File: config.mk
export PLATFORM = sky130hd
export DESIGN_NAME = imem_arbiter
export DESIGN_NICKNAME = d
export VERILOG_FILES = /design/src/rtl/imem_pkg.sv /design/src/rtl/imem_rsp_slot.sv /design/src/rtl/imem_arbiter.sv
export SDC_FILE = /design/constraint.sdc
export NUM_CORES = 1
export LEC_CHECK = 0
export ABC_AREA = 1
export BUFFER_PORTS_ARGS = -buffer_cell sky130_fd_sc_hd__buf_2
export CORE_UTILIZATION = 30
export DETAILED_ROUTE_END_ITERATION = 8
export GPL_ROUTABILITY_DRIVEN = 0
export HOLD_SLACK_MARGIN = 0.06
export PLACE_DENSITY_LB_ADDON = 0.08
export SETUP_SLACK_MARGIN = 0.5
export SYNTH_ARGS = -nofsm -noshare
export SYNTH_HDL_FRONTEND = slang
export SYNTH_SLANG_ARGS = --single-unit
File: constraint.sdc
create_clock -name clock -period 4.5 [get_ports clock]
set_clock_uncertainty 0.05 [all_clocks]
set_input_delay 0 -clock clock [delete_from_list [all_inputs] [get_ports clock]]
set_output_delay 0 -clock clock [all_outputs]
set_load 0.02 [all_outputs]
File: src/rtl/imem_pkg.sv
// Shared constants and types for the instruction-memory read-port arbiter.
// Also holds the misalignment helper used on the captured address.
package imem_pkg;

    localparam int ADDR_W     = 17;
    localparam int DATA_W     = 32;
    localparam int STARVE_MAX = 4;
    localparam int CNT_W      = 4;

    // The word index is addr[WIDX_HI:WIDX_LO].
    // The bits below WIDX_LO are the byte offset inside a word.
    localparam int WIDX_HI = 16;
    localparam int WIDX_LO = 2;

    typedef enum logic [1:0] {
        GNT_NONE = 2'd0,
        GNT_IF   = 2'd1,
        GNT_LD   = 2'd2
    } gnt_e;

    function automatic logic misaligned(input logic [WIDX_LO-1:0] offs);
        return offs != '0;
    endfunction

endpackage

File: src/rtl/imem_rsp_slot.sv
// One-entry response register with a valid/ready handshake.
// It supports capture, an optional flush, and an error flag.
module imem_rsp_slot #(
    parameter int DATA_W = imem_pkg::DATA_W
) (
    input  logic              clock,
    input  logic              reset_n,
    input  logic              capture,
    input  logic [DATA_W-1:0] capture_data,
    input  logic              capture_err,
    input  logic              flush,
    input  logic              rsp_ready,
    output logic              rsp_valid,
    output logic [DATA_W-1:0] rsp_data,
    output logic              rsp_err,
    output logic              free
);

    // The slot counts as free when it is already being drained this cycle.
    // This lets a new capture follow a consume with no gap.
    assign free = !rsp_valid || rsp_ready;

    always_ff @(posedge clock or negedge reset_n) begin
        if (!reset_n) begin
            rsp_valid <= 1'b0;
            rsp_data  <= '0;
            rsp_err   <= 1'b0;
        end else if (flush) begin
            rsp_valid <= 1'b0;
        end else if (capture) begin
            rsp_valid <= 1'b1;
            rsp_data  <= capture_data;
            rsp_err   <= capture_err;
        end else if (rsp_valid && rsp_ready) begin
            rsp_valid <= 1'b0;
        end
    end

endmodule

File: src/rtl/imem_arbiter.sv
// Shares one combinational instruction-memory read port between fetch (IF) and the load unit (LD).
// IF has fixed priority, and a starvation limit guarantees LD progress.
module imem_arbiter #(
    parameter int ADDR_W     = imem_pkg::ADDR_W,
    parameter int DATA_W     = imem_pkg::DATA_W,
    parameter int STARVE_MAX = imem_pkg::STARVE_MAX
) (
    input  logic              clock,
    input  logic              reset_n,
    input  logic              if_req_valid,
    output logic              if_req_ready,
    input  logic [ADDR_W-1:0] if_addr,
    input  logic              if_flush,
    output logic              if_rsp_valid,
    input  logic              if_rsp_ready,
    output logic [DATA_W-1:0] if_rsp_data,
    output logic              if_rsp_err,
    input  logic              ld_req_valid,
    output logic              ld_req_ready,
    input  logic [ADDR_W-1:0] ld_addr,
    output logic              ld_rsp_valid,
    input  logic              ld_rsp_ready,
    output logic [DATA_W-1:0] ld_rsp_data,
    output logic              ld_rsp_err,
    output logic [ADDR_W-1:0] rom_addr,
    input  logic [DATA_W-1:0] rom_data
);

    import imem_pkg::*;

    localparam logic [CNT_W-1:0] STARVE_LIM = CNT_W'(STARVE_MAX);

    gnt_e              gnt;
    logic              if_free;
    logic              ld_free;
    logic              if_elig;
    logic              ld_elig;
    logic              cap_err;
    logic [DATA_W-1:0] cap_data;
    logic [CNT_W-1:0]  starve_cnt;

    // Gating on reset_n keeps both ready outputs low during reset.
    assign if_elig = reset_n && if_req_valid && if_free && !if_flush;
    assign ld_elig = reset_n && ld_req_valid && ld_free;

    always_comb begin
        gnt = GNT_NONE;
        if (ld_elig && (!if_elig || starve_cnt == STARVE_LIM)) begin
            gnt = GNT_LD;
        end else if (if_elig) begin
            gnt = GNT_IF;
        end
    end

    assign if_req_ready = (gnt == GNT_IF);
    assign ld_req_ready = (gnt == GNT_LD);

    // The address defaults to if_addr so the memory port is always driven.
    assign rom_addr = (gnt == GNT_LD) ? ld_addr : if_addr;

    // Only one grant exists per cycle, so both slots share the captured word.
    assign cap_err  = misaligned(rom_addr[WIDX_LO-1:0]);
    assign cap_data = cap_err ? '0 : rom_data;

    always_ff @(posedge clock or negedge reset_n) begin
        if (!reset_n) begin
            starve_cnt <= '0;
        end else if (gnt == GNT_LD || !ld_req_valid) begin
            starve_cnt <= '0;
        end else if (gnt == GNT_IF && starve_cnt < STARVE_LIM) begin
            starve_cnt <= starve_cnt + 1'b1;
        end
    end

    imem_rsp_slot #(.DATA_W(DATA_W)) u_if_slot (
        .clock        (clock),
        .reset_n      (reset_n),
        .capture      (gnt == GNT_IF),
        .capture_data (cap_data),
        .capture_err  (cap_err),
        .flush        (if_flush),
        .rsp_ready    (if_rsp_ready),
        .rsp_valid    (if_rsp_valid),
        .rsp_data     (if_rsp_data),
        .rsp_err      (if_rsp_err),
        .free         (if_free)
    );

    imem_rsp_slot #(.DATA_W(DATA_W)) u_ld_slot (
        .clock        (clock),
        .reset_n      (reset_n),
        .capture      (gnt == GNT_LD),
        .capture_data (cap_data),
        .capture_err  (cap_err),
        .flush        (1'b0),
        .rsp_ready    (ld_rsp_ready),
        .rsp_valid    (ld_rsp_valid),
        .rsp_data     (ld_rsp_data),
        .rsp_err      (ld_rsp_err),
        .free         (ld_free)
    );

endmodule

# --- Word-level counts from Yosys, hierarchy flattened ---
# Cells that the tools add are included.
# W data, S select, Z words.
word_totals:
  output_inout_bits: 87
  ff_bits: 72
  in_bits: 73
  elab_cells: 47
op_classes:
  n_reduce_logical: 23
  n_addsub: 1
  bitwise: 1
  mux: 11
  magnitude_cmp: 1
  n_eq_ne: 3
op_table:
  columns: ["cell", "count"]
  rows:
  - ["$mux W32", 1]
  - ["$mux W17", 1]
  - ["$logic_and A1 B1 Y1", 9]
  - ["$mux W4", 2]
  - ["$mux W1", 6]
  - ["$reduce_bool A2 Y1", 3]
  - ["$logic_not A1 Y1", 5]
  - ["$add A4 B1 Y4 const B", 1]
  - ["$eq A4 B3 Y1 const B", 1]
  - ["$logic_or A1 B1 Y1", 4]
  - ["$lt A4 B3 Y1 const B", 1]
  - ["$reduce_bool A3 Y1", 1]
  - ["$eq A2 B1 Y1 const B", 1]
  - ["$eq A2 B2 Y1 const B", 1]
  - ["$mux W2", 1]
  - ["$reduce_and A2 Y1", 1]
  - ["$not A1 Y1", 1]

# --- Depth between registers and ports, before layout ---
# Gate-level depths: netlist (run 1).
logic_depth:
  depth_word: 12
  ltp_mapped: 13
  mapped_depth_nobuf: 12

# --- Hierarchy ---
# From an unflattened synthesis (run 1), not the netlist that was laid out.
hier_totals:
  hier_cells: 458
  hier_area_um2: 3692.3
by_module_without_submodules:
  columns: ["module", "instances", "area_per_inst_um2", "seq_area_each_um2", "cells_per_inst"]
  rows:
  - ["imem_rsp_slot", 2, 1426.4, 850.8, 149]
  - ["imem_arbiter", 1, 839.6, 100.1, 160]

# --- Worst setup path before layout (run 1) ---
# Ideal clock, no wire load.
synth_timing:
  path_type: "register -> output"
  start: "reg starve_cnt[0]"
  end: "out rom_addr[10]"
  t_required_ns: 4.450
  setup_slack_ns: 2.782
  arrival_ns: 1.668
  path_buffers: 1
  path_stages_with_launch: 12
  cell_sequence: "dfrtp_1 -> inv_1 -> ha_1 -> inv_1 -> nor2_1 -> nand2_1 -> nand2_4 -> nand2_8 -> inv_2 -> clkbuf_1 -> nand2_1 -> nand2_1"
synth_via:
  elab_chain_len: 6
synth_lines:
  columns: ["item", "line", "text"]
  rows:
  - ["start, declared", "imem_arbiter.sv:40", "logic [CNT_W-1:0] starve_cnt;"]
  - ["start signal, assigned", "imem_arbiter.sv:71", "starve_cnt <= starve_cnt + 1'b1;"]
  - ["$eq A4 B3 Y1", "imem_arbiter.sv:48", "if (ld_elig && (!if_elig || starve_cnt == STARVE_LIM)) begin"]
  - ["$logic_or A1 B1 Y1", "imem_arbiter.sv:48", null]
  - ["$logic_and A1 B1 Y1", "imem_arbiter.sv:48", null]
  - ["$mux W2", "imem_arbiter.sv:48", null]
  - ["$eq A2 B2 Y1", null, null]
  - ["via ld_req_ready", "imem_arbiter.sv:19", "output logic ld_req_ready,"]
  - ["$mux W17", "imem_arbiter.sv:59", "assign rom_addr = (gnt == GNT_LD) ? ld_addr : if_addr;"]
  - ["end, declared", "imem_arbiter.sv:25", "output logic [ADDR_W-1:0] rom_addr,"]
# The timed path passes the listed nets, and every way through them passes these cells.

# --- Final worst setup path (run 1) ---
layout_timing:
  start: "reg starve_cnt[0]"
  end: "reg u_ld_slot.rsp_err"
layout_via:
  elab_chain_len: 7
layout_lines:
  columns: ["item", "line", "text"]
  rows:
  - ["$eq A4 B3 Y1 (*)", "imem_arbiter.sv:48", null]
  - ["$logic_or A1 B1 Y1 (*)", "imem_arbiter.sv:48", null]
  - ["$logic_and A1 B1 Y1 (*)", "imem_arbiter.sv:48", null]
  - ["$mux W2 (*)", "imem_arbiter.sv:48", null]
  - ["$eq A2 B2 Y1 (*)", "imem_arbiter.sv:59, imem_arbiter.sv:92", null]
  - ["$mux W17", "imem_arbiter.sv:59", null]
  - ["$reduce_bool A2 Y1", "imem_pkg.sv:22", "return offs != '0;"]
  - ["end signal, assigned", "imem_rsp_slot.sv:33", "rsp_err <= capture_err;"]
  - ["end, declared", "imem_rsp_slot.sv:15", "output logic rsp_err,"]
# Mark *: on every way between the ends. The rest lies on a longest branch, timed or not.
# A chain may end at the register's enable or synchronous reset.

==> results.py, run 1 <==
metrics = {
    "synthesis": {
        "avgSynthCellArea_um2": 8.54,
        "synth.top_cell.area_share_pct": 53.4,
        "synth_top_cell_by_area": "dfrtp_1",
        "synth.distinct_cells": 22,
        "syn_nets": 470,
        "ys.warnings.count": 0,
        "syn_area_um2": 3370,
        "synth.area.top_cells": "dfrtp_1 53%, nand2_1 21%, nand4_1 12%",
        "syn_inst": 395,
        "ys_seq_elements": 72,
        "ys_seq_area_share_pct": 53.4,
    },
    "timing": {
        "worst_slack_ns": 1.55,
        "drv_slew": 0,
        "setup_violations": 0,
        "final.min_clock_period_ns": 2.95,
        "finalHoldViolCount": 0,
        "worstMarginPinSlew_ns": 0.906,
        "timing.hold.ws_ns": 0.160,
        "fmax_ghz": 0.338,
        "relSlewSlack_pct": 39.5,
        "rsz0062_at_grt": "no",
        "setup_tns_ns": 0,
        "fin_crit_sh_pct": 65.7,
    },
    "die": {
        "pin_count": 160,
        "die_area_um2": 11700,
        "rows": 38,
        "die_y_um": 108,
        "die_w_um": 108,
        "core_um2": 10900,
        "start_util_pct": 31.0,
    },
    "routing": {
        "ant_nets": 0,
        "routedWlPerCell_um": 14.2,
        "drt_wl_total_um": 10300,
        "drt_iter0_markers": 100,
        "drc": 0,
        "viasPerCell": 4.64,
        "vias": 3355,
        "drt-pass1-iter-count": 4,
    },
    "power_and_ir_drop": {
        "power.density_nw_per_um2": 346,
        "leakage_nw": 2.79,
        "max-vdd-ir-drop_uv": 136,
    },
    "global_routing": {
        "antenna_found_initial": 0,
        "grt_pass1_wl_um": 16000,
        "grt_remaining_overflow": 0,
        "grt_max_degree": 60,
        "grt_pass1_vias": 3173,
        "grt_usage_pct": 18.0,
    },
    "worst_setup_path": {
        "worstPathArrival_ns": 3.12,
        "crit_fanout": 52,
        "cp-end-kind": "flip-flop",
        "worstSetupStartpointType": "flip-flop",
        "slowest_stage": "inv_2",
        "crit_chain": "inv_1 -> ha_1 -> inv_1 -> nor2_1 -> nand2_1 -> nand2_4 -> nand2_8 -> inv_2 -> nand3_1 -> dlygate4sd3_1 -> o21ai_0 -> inv_1",
        "crit_required_ns": 4.67,
        "cp_common_cell": "inv_1",
        "slowest_delay_ns": 0.75,
        "path_class": "flip-flop to flip-flop",
    },
    "layout": {
        "syn_to_final_growth_pct": 40.6,
        "nNetsFinal": 653,
        "multi_input_area_um2": 1290,
        "final_core_util_pct": 43.5,
        "final_design_area_no_fill_um2": 4740,
        "n_antenna_cell": 0,
        "final.fill_count": 1130,
        "drive_gt1_share_pct": 32.4,
        "regArea_um2": 1800,
    },
    "cts": {
        "tritoncts": "built",
        "insertion_delay_ns": 0.33,
        "cts.clk_slew.worst_paths_ns": 0.07,
        "postCtsResizedCells": 0,
        "htreeDepth": 3,
        "cts-root-buf": "clkbuf_8",
        "numCtsBuffers": 9,
        "clockBufferDepth": 2,
        "clkSinkCount": 72,
    },
    "placement": {
        "dpl-instance-area_um2": 4150,
        "post-place-ws_ns": 1.87,
        "dp_hpwl_um": 6520,
        "portBuffers": 159,
    },
    "run": {
        "maxCapViolations": 0,
    },
    "outcome": {
        "status": "completed",
    },
    "hold_path": {
        "hp-class": "input pin to flip-flop",
    },
}
## state kept, by name (all words and copies together) (netlist names)
signal,flops
starve_cnt,4
u_if_slot.rsp_data,32
u_if_slot.rsp_err,1
u_if_slot.rsp_valid,1
u_ld_slot.rsp_data,32
u_ld_slot.rsp_err,1
u_ld_slot.rsp_valid,1
## per-stage QoR
stage,power [W],std cells
floorplan,0.000998,395
detailed placement,0.00115,667
finish,0.00164,723
CTS,0.00166,723
global placement,0.00115,667
global route,0.00173,723
## cells in the mapped netlist (all sizes together)
| cell | n |
|---|---|
| clkbuf | 9 |
| dfrtp | 72 |
| buf | 21 |
| nor2 | 7 |
| nand2 | 193 |
| inv | 16 |
| clkinv | 1 |
| nand4 | 64 |
| nand3b | 1 |
| ha | 2 |
| nand3 | 4 |
| o21ai | 5 |
## final cells by class
class	count	share of cell area (%)
flip-flops and latches	72	38.0
well taps	140	3.70
inverters	17	1.35
clock buffers	14	3.64
clock inverters	2	0.264
repair buffers	202	25.8
multi-input cells	276	27.3
## what timing repair did
item | 4_1_cts | 5_1_grt
endpoints found under the hold margin | 138 | 0
buffers inserted | 0 | 0
hold buffers | 40 | 0
endpoints found under the setup margin | 0 | 0
## worst max-delay path, delay by kind of cell (launching register included)
| family | cells | cell delay [ns] |
|---|---|---|
| AOI/OAI and AO/OA | 1 | 0.07 |
| DFF | 1 | 0.38 |
| adders and majority gates | 1 | 0.15 |
| buffers and inverters | 5 | 1.54 |
| and+or+nand+nor | 5 | 0.63 |
## per-layer routing
metal,vias to the layer above,wire [um],track usage [%]
met2,125,4790,30.0
met3,8,659,3.19
met4,0,92,6.16
li1,1655,-,-
met5,-,0,0
met1,1567,4730,23.4
## worst paths after layout
| kind | startpoint | end | slack [ns] | cells past startpoint |
|---|---|---|---|---|
| max | starve_cnt[0] | u_ld_slot.rsp_err | 1.55 | 12 |
| min | if_req_valid | starve_cnt[2] | 0.16 | 7 |
| max reg2reg | starve_cnt[0] | u_ld_slot.rsp_err | 1.55 | 12 |
| min reg2reg | u_ld_slot.rsp_data[9] | u_ld_slot.rsp_data[9] | 0.43 | 2 |
| max in group asynchronous | reset_n | u_ld_slot.rsp_err | 3.17 | 3 |
| min in group asynchronous | reset_n | u_ld_slot.rsp_data[9] | 0.39 | 3 |
## cell families after synthesis
logic type               after synthesis  synth area share [%]
AO/OA/AOI/OAI                          5                 0.742
adder cells (fa/ha/maj)                2                 0.742
buffers and inverters                 47                  8.24
flip-flops                            72                  53.4
AND/OR/NAND/NOR                      269                  36.8
## placed cells by master (no fill, tap or decap)
cell type      netlist  routed
nor2_4               2       2
nand3_2              1       1
clkinv_1             1       1
nand3b_1             1       1
nand2_4              2       2
clkinvlp_4           0       1
o21ai_1              3       3
o21ai_0              2       2
dfrtp_1             72      72
nor2_2               1       1
buf_2                6     158
nand2_8              1       1
nand2_1            186     186
ha_1                 2       2
inv_2                2       2
nand2_2              4       4
nand3_1              3       3
clkbuf_1             9       2
dlygate4sd3_1        0      40
inv_1               14      14
buf_4                5       4
nand4_1             64      64
nor2_1               4       4
clkinv_2             0       1
clkbuf_8             0      12
## power breakdown
part	switching, W	internal [W]
clock	0.000235	0.000246
combinational	0.000267	0.000142
sequential	0.0000373	0.000711
total	0.000539	0.00110
No activity file was read; power rests on OpenSTA's default activity.
==> run 2: changes to the inputs <==
- clock period: 4.5 -> 2.7 ns (I/O delays scaled with it)
==> run 2 against run 1 <==
  * Setup slack got worse by 0.89 ns
  * Routed wire length rose by 5.6%
  * First-iteration DRC count up 43%
  * Sequential share of layout area shrank 1.4 points
  * Cell area increased by 3.9%
  * Die area did not move
  * Largest cell class unchanged
  * Largest power group unchanged
  * Highest routed layer unchanged
==> results.py, run 2 (synthesis gave the netlist of run 1 again) <==
metrics = {
    "layout": {
        "drive_gt1_share_pct": 34.6,
        "largestRegisters": "u_if_slot.rsp_data (32), u_ld_slot.rsp_data (32), starve_cnt (4)",
        "syn_to_final_growth_pct": 46.1,
        "layout_commonest_cell": "nand2_1",
        "final_cell_mix": "185 x nand2_1, 158 x buf_2, 72 x dfrtp_1",
        "n_antenna_cell": 0,
        "nNetsFinal": 666,
    },
    "hold_path": {
        "worstHoldStart": "if_req_valid",
        "worstHoldEndpoint": "starve_cnt[2]",
        "hp-class": "input pin to flip-flop",
        "holdPathStages": 7,
    },
    "routing": {
        "routedWlPerCell_um": 14.7,
        "drt_iter0_markers": 143,
        "drt_wl_total_um": 10800,
        "ant_nets": 0,
        "drt-pass1-iter-count": 4,
        "drc": 0,
        "vias": 3393,
        "viasPerCell": 4.61,
    },
    "cts": {
        "numCtsBuffers": 9,
        "cts-root-buf": "clkbuf_8",
        "cts.clk_slew.worst_paths_ns": 0.07,
        "clockBufferDepth": 2,
        "clkSinkCount": 72,
        "tritoncts": "built",
        "insertion_delay_ns": 0.35,
        "htreeDepth": 3,
    },
    "die": {
        "die_y_um": 108,
        "rows": 38,
        "die_w_um": 108,
        "start_util_pct": 31.0,
        "pin_count": 160,
        "die_area_um2": 11700,
        "core_um2": 10900,
    },
    "global_routing": {
        "antenna_found_initial": 0,
        "met1_usage_pct": 24.0,
        "grt_max_degree": 44,
        "busiest_layer": "met2",
        "grt_pass1_wl_um": 16600,
        "grt_usage_pct": 19.0,
        "grt_util_met3_pct": 4.52,
        "grtUsageMet2_pct": 31.8,
        "grt_pass1_vias": 3253,
        "grt_remaining_overflow": 0,
    },
    "worst_setup_path": {
        "reg2reg_to": "u_ld_slot.rsp_data[18]",
        "crit_required_ns": 2.65,
        "cp_top_family": "buffers and inverters",
        "r2r_cells": 13,
        "crit_chain": "inv_2 -> ha_1 -> inv_1 -> nor2_2 -> nand2_2 -> nand2_4 -> nand2_8 -> buf_12 -> nand2_2 -> nand2_2 -> buf_8 -> inv_1 -> buf_2",
        "worstSetupStartpointType": "flip-flop",
        "path_class": "flip-flop to output pin",
        "cp-end-kind": "output pin",
        "slowest_stage": "dfrtp_1",
        "worstPathArrival_ns": 2.00,
        "crit_buf_inv": 6,
        "path_depth": 13,
        "slowest_delay_ns": 0.39,
        "r2r-start": "starve_cnt[0]",
        "crit_fanout": 30,
        "cp_common_cell": "nand2_2",
        "r2r_slack_ns": 0.76,
    },
    "timing": {
        "setup_tns_ns": 0,
        "worst_slack_ns": 0.654,
        "drv_slew": 0,
        "relSlewSlack_pct": 58.5,
        "setup_violations": 0,
        "rsz0062_at_grt": "yes",
        "worstMarginPinSlew_ns": 0.620,
        "finalHoldViolCount": 0,
        "fmax_ghz": 0.489,
        "final.min_clock_period_ns": 2.05,
        "fin_crit_sh_pct": 75.8,
    },
    "power_and_ir_drop": {
        "power.density_nw_per_um2": 578,
        "netSwitchingPower_w": 0.000923,
        "combPwrFrac_pct": 25.4,
        "swShare_pct": 32.4,
        "seq_power_share_pct": 43.8,
        "max-vdd-ir-drop_uv": 242,
        "p_int_w": 0.00193,
        "leakage_nw": 2.89,
        "clockPowerShare_pct": 30.8,
    },
    "run": {
        "maxCapViolations": 0,
    },
    "placement": {
        "post-place-ws_ns": 0.418,
        "portBuffers": 159,
        "dp_hpwl_um": 6810,
    },
    "outcome": {
        "status": "completed",
    },
}
==> run 2: cell type report <==
| class | instances | area (um2) |
|---|---|---|
| Timing Repair Buffer | 214 | 1370 |
| Inverter | 17 | 71.3 |
| Sequential cell | 72 | 1800 |
| Clock buffer | 13 | 159 |
| Clock inverter | 3 | 40.0 |
| Tap cell | 140 | 175 |
| Fill cell | 1111 | 5960 |
| Multi-Input combinational cell | 277 | 1310 |
==> run 2: worst max path at each step <==
stage	start	endpoint	slack [ns]
2_1_floorplan	starve_cnt[0]	rom_addr[10]	0.98
3_3_place_gp	starve_cnt[0]	u_if_slot.rsp_data[4]	0.47
3_5_place_dp	starve_cnt[0]	u_if_slot.rsp_data[4]	0.42
4_1_cts	starve_cnt[0]	if_req_ready	0.52
5_1_grt	starve_cnt[1]	rom_addr[0]	0.50
6_report	starve_cnt[0]	rom_addr[0]	0.65
==> run 2: through the flow <==
stage | util, % | area (um2) | instances | total power, W | hold WS [ns]
detailed placement | 38.6 | 4210 | 674 | 0.00193 | -0.174
global route | 45.2 | 4930 | 736 | 0.00300 | 0.184
CTS | 45.0 | 4900 | 734 | 0.00289 | 0.141
global placement | 38.6 | 4210 | 674 | 0.00192 | -0.167
floorplan | - | 3370 | 395 | 0.00166 | -0.346
finish | 45.2 | 4930 | 736 | 0.00285 | 0.154
==> run 2: what timing repair did <==
item | 4_1_cts | 5_1_grt
gates resized for setup | 9 | 6
endpoints found under the setup margin | 80 | 26
buffers inserted | 3 | 2
hold buffers | 39 | 0
gates cloned | 2 | 0
pin swaps | 1 | 2
hold endpoints to repair | 141 | 0
==> run 2: metal layers <==
metal | up-vias | routed length [um]
li1 | 1692 | -
met3 | 7 | 708
met2 | 124 | 5120
met4 | 0 | 101
met5 | - | 0
met1 | 1570 | 4920
==> run 2: power groups by stage <==
stage / Sequential [W] / Combinational (W) / Clock [W]
2_1_floorplan: 0.00139 / 0.000268 / 0
3_3_place_gp: 0.00127 / 0.000656 / 0
3_5_place_dp: 0.00127 / 0.000658 / 0
4_1_cts: 0.00125 / 0.000729 / 0.000908
5_1_grt: 0.00126 / 0.000795 / 0.000944
6_report: 0.00125 / 0.000724 / 0.000878
==> run 2: worst min-delay path, cell delays in order <==
cell and delay [ns]:
buf_2 0.10, nand3_2 0.08, nor2_4 0.05, nand3b_1 0.09, nor2_1 0.07, nand2_1 0.06
nand2_1 0.05
==> run 3: changes to the inputs <==
- clock period: 2.7 -> 1.9 ns (I/O delays scaled with it)
==> run 3 against run 2 <==
  * The run now ends with setup timing left
  * Sequential cell count is the same
  * First-iteration DRC count increased by 19%
  * Core utilization grew 7.2 points
  * Via count rose by 5.7%
  * Critical path depth down 1
  * Critical path type unchanged
  * Sequential share of layout area is 5.0 points lower
  * Highest routed layer unchanged
  * Clock power up 66%
==> results.py, run 3 (synthesis gave the netlist of run 1 again) <==
metrics = {
    "cts": {
        "clockBufferDepth": 2,
        "htreeDepth": 3,
        "insertion_delay_ns": 0.35,
        "hold_buffers": 37,
        "cts.clk_slew.worst_paths_ns": 0.07,
        "numCtsBuffers": 9,
        "tritoncts": "built",
        "clkSinkCount": 72,
        "cts-root-buf": "clkbuf_8",
    },
    "placement": {
        "portBuffers": 159,
        "dp_cells": 677,
        "dp_hpwl_um": 6740,
        "dpl-instance-area_um2": 4310,
    },
    "global_routing": {
        "antenna_found_initial": 0,
        "grt_pass1_vias": 3470,
        "grt_usage_pct": 21.5,
        "grt_max_degree": 52,
        "grt_remaining_overflow": 0,
        "grt_pass1_wl_um": 18600,
    },
    "worst_setup_path": {
        "crit_buf_inv": 5,
        "crit_required_ns": 1.85,
        "crit_fanout": 8,
        "cp-end-kind": "output pin",
        "slowest_stage": "dfrtp_1",
        "worstSetupStartpointType": "flip-flop",
        "slowest_delay_ns": 0.40,
        "worstPathArrival_ns": 1.87,
        "path_class": "flip-flop to output pin",
        "crit_chain": "inv_2 -> ha_4 -> inv_2 -> nor2_2 -> nand2_2 -> nand2_4 -> nand2_8 -> inv_12 -> buf_16 -> nand2_1 -> nand2_2 -> buf_6",
        "cp_top_family": "simple AND/OR/NAND/NOR gates",
    },
    "layout": {
        "final_cell_mix": "155 x nand2_1, 140 x buf_2, 72 x dfrtp_1",
        "layout_commonest_cell": "nand2_1",
        "final_design_area_no_fill_um2": 5710,
        "largestRegisters": "u_if_slot.rsp_data (32), u_ld_slot.rsp_data (32), starve_cnt (4)",
        "nNetsFinal": 693,
        "syn_to_final_growth_pct": 69.2,
        "final_cells": 763,
        "n_antenna_cell": 0,
        "drive_gt1_share_pct": 44.6,
    },
    "timing": {
        "worstMarginPinSlew_ns": 0.660,
        "drv_slew": 0,
        "fin_crit_sh_pct": 101,
        "setup_tns_ns": -0.0506,
        "relSlewSlack_pct": 56.0,
        "worst_slack_ns": -0.0155,
        "rsz0062_at_grt": "yes",
        "final.min_clock_period_ns": 1.92,
        "setup_violations": 5,
        "fmax_ghz": 0.522,
        "timing.hold.ws_ns": 0.0589,
        "finalHoldViolCount": 0,
    },
    "die": {
        "rows": 38,
        "core_um2": 10900,
        "die_area_um2": 11700,
        "start_util_pct": 31.0,
        "die_y_um": 108,
        "pin_count": 160,
        "die_w_um": 108,
    },
    "power_and_ir_drop": {
        "leakage_nw": 3.22,
        "max-vdd-ir-drop_uv": 349,
        "total_power_w": 0.00452,
        "power.density_nw_per_um2": 792,
    },
    "routing": {
        "vias": 3586,
        "drc": 0,
        "ant_nets": 0,
        "drt_wl_total_um": 12400,
        "drt_iter0_markers": 170,
        "routedWlPerCell_um": 16.2,
        "viasPerCell": 4.70,
        "drt-pass1-iter-count": 5,
    },
    "run": {
        "maxCapViolations": 0,
    },
    "outcome": {
        "violations": "setup timing",
        "status": "complete, but fails checks",
    },
    "hold_path": {
        "hp-class": "input pin to flip-flop",
    },
}
-- run 3: cell types whose count changed in the layout (fill, tap and decap cells not counted), moves of 3 or more --
cell and delta:
nand2_1 -30, buf_6 +24, nand2_2 +19, buf_2 -18, buf_4 +10, nand2_4 +9
buf_12 +5, buf_16 +5, inv_1 -4, o21ai_2 +3
-- run 3: through the flow --
step / setup WS (ns) / utilization (%)
finish: -0.0155 / 52.4
global route: -0.106 / 52.4
CTS: 0.0230 / 50.6
detailed placement: 0.120 / 39.6
global placement: 0.160 / 39.6
floorplan: 0.341 / -
-- run 3: final timing paths --
path,depth (start not counted),slack (ns),end,from
worst max-delay path,12,-0.02,rom_addr[13],starve_cnt[0]
worst min-delay path,5,0.06,starve_cnt[2],ld_req_valid
worst max register to register,13,0.08,u_ld_slot.rsp_data[26],starve_cnt[0]
worst min register to register,2,0.42,u_ld_slot.rsp_data[8],u_ld_slot.rsp_data[8]
max in group asynchronous,3,0.73,u_ld_slot.rsp_data[29],reset_n
min in group asynchronous,2,0.07,u_if_slot.rsp_data[6],reset_n
-- run 3: repair_timing --
action,in CTS,in global routing
setup endpoints to repair,91,91
setup buffers,15,10
resized for setup,77,42
endpoints found under the hold margin,140,1
pin swaps,6,15
gates cloned,8,0
-- run 3: cell type report --
type,instances,area [um2]
Multi-Input combinational cell,276,1480
Inverter,17,96.3
Fill cell,1011,5180
Clock inverter,4,75.1
Timing Repair Buffer,241,1910
Sequential cell,72,1800
Tap cell,140,175
Clock buffer,12,165
Timing Repair inverter,1,11.3
-- run 3: worst register-to-register path, cell delays in order, from the launching register on --
cell	delay, ns
dfrtp_1	0.40
inv_2	0.09
ha_4	0.13
inv_2	0.03
nor2_2	0.10
nand2_2	0.07
nand2_4	0.10
nand2_8	0.11
nand2_4	0.10
nand2_4	0.09
buf_4	0.15
buf_6	0.15
nand4_1	0.10
nand2_1	0.06
-- run 3: report_power, final --
part / leakage, nW / switching [W] / total (W) / internal, W
Clock: 0.115 / 0.000615 / 0.00146 / 0.000848
Sequential: 0.973 / 0.0000849 / 0.00177 / 0.00168
Combinational: 2.13 / 0.000742 / 0.00129 / 0.000548
Total: 3.22 / 0.00144 / 0.00452 / 0.00308
-- run 3: layer usage --
layer / share of wire [%] / track usage (%)
met1: 43 / 27.1
met2: 49 / 35.9
met3: 6.5 / 5.73
met4: 1.4 / 6.26
met5: 0 / 0
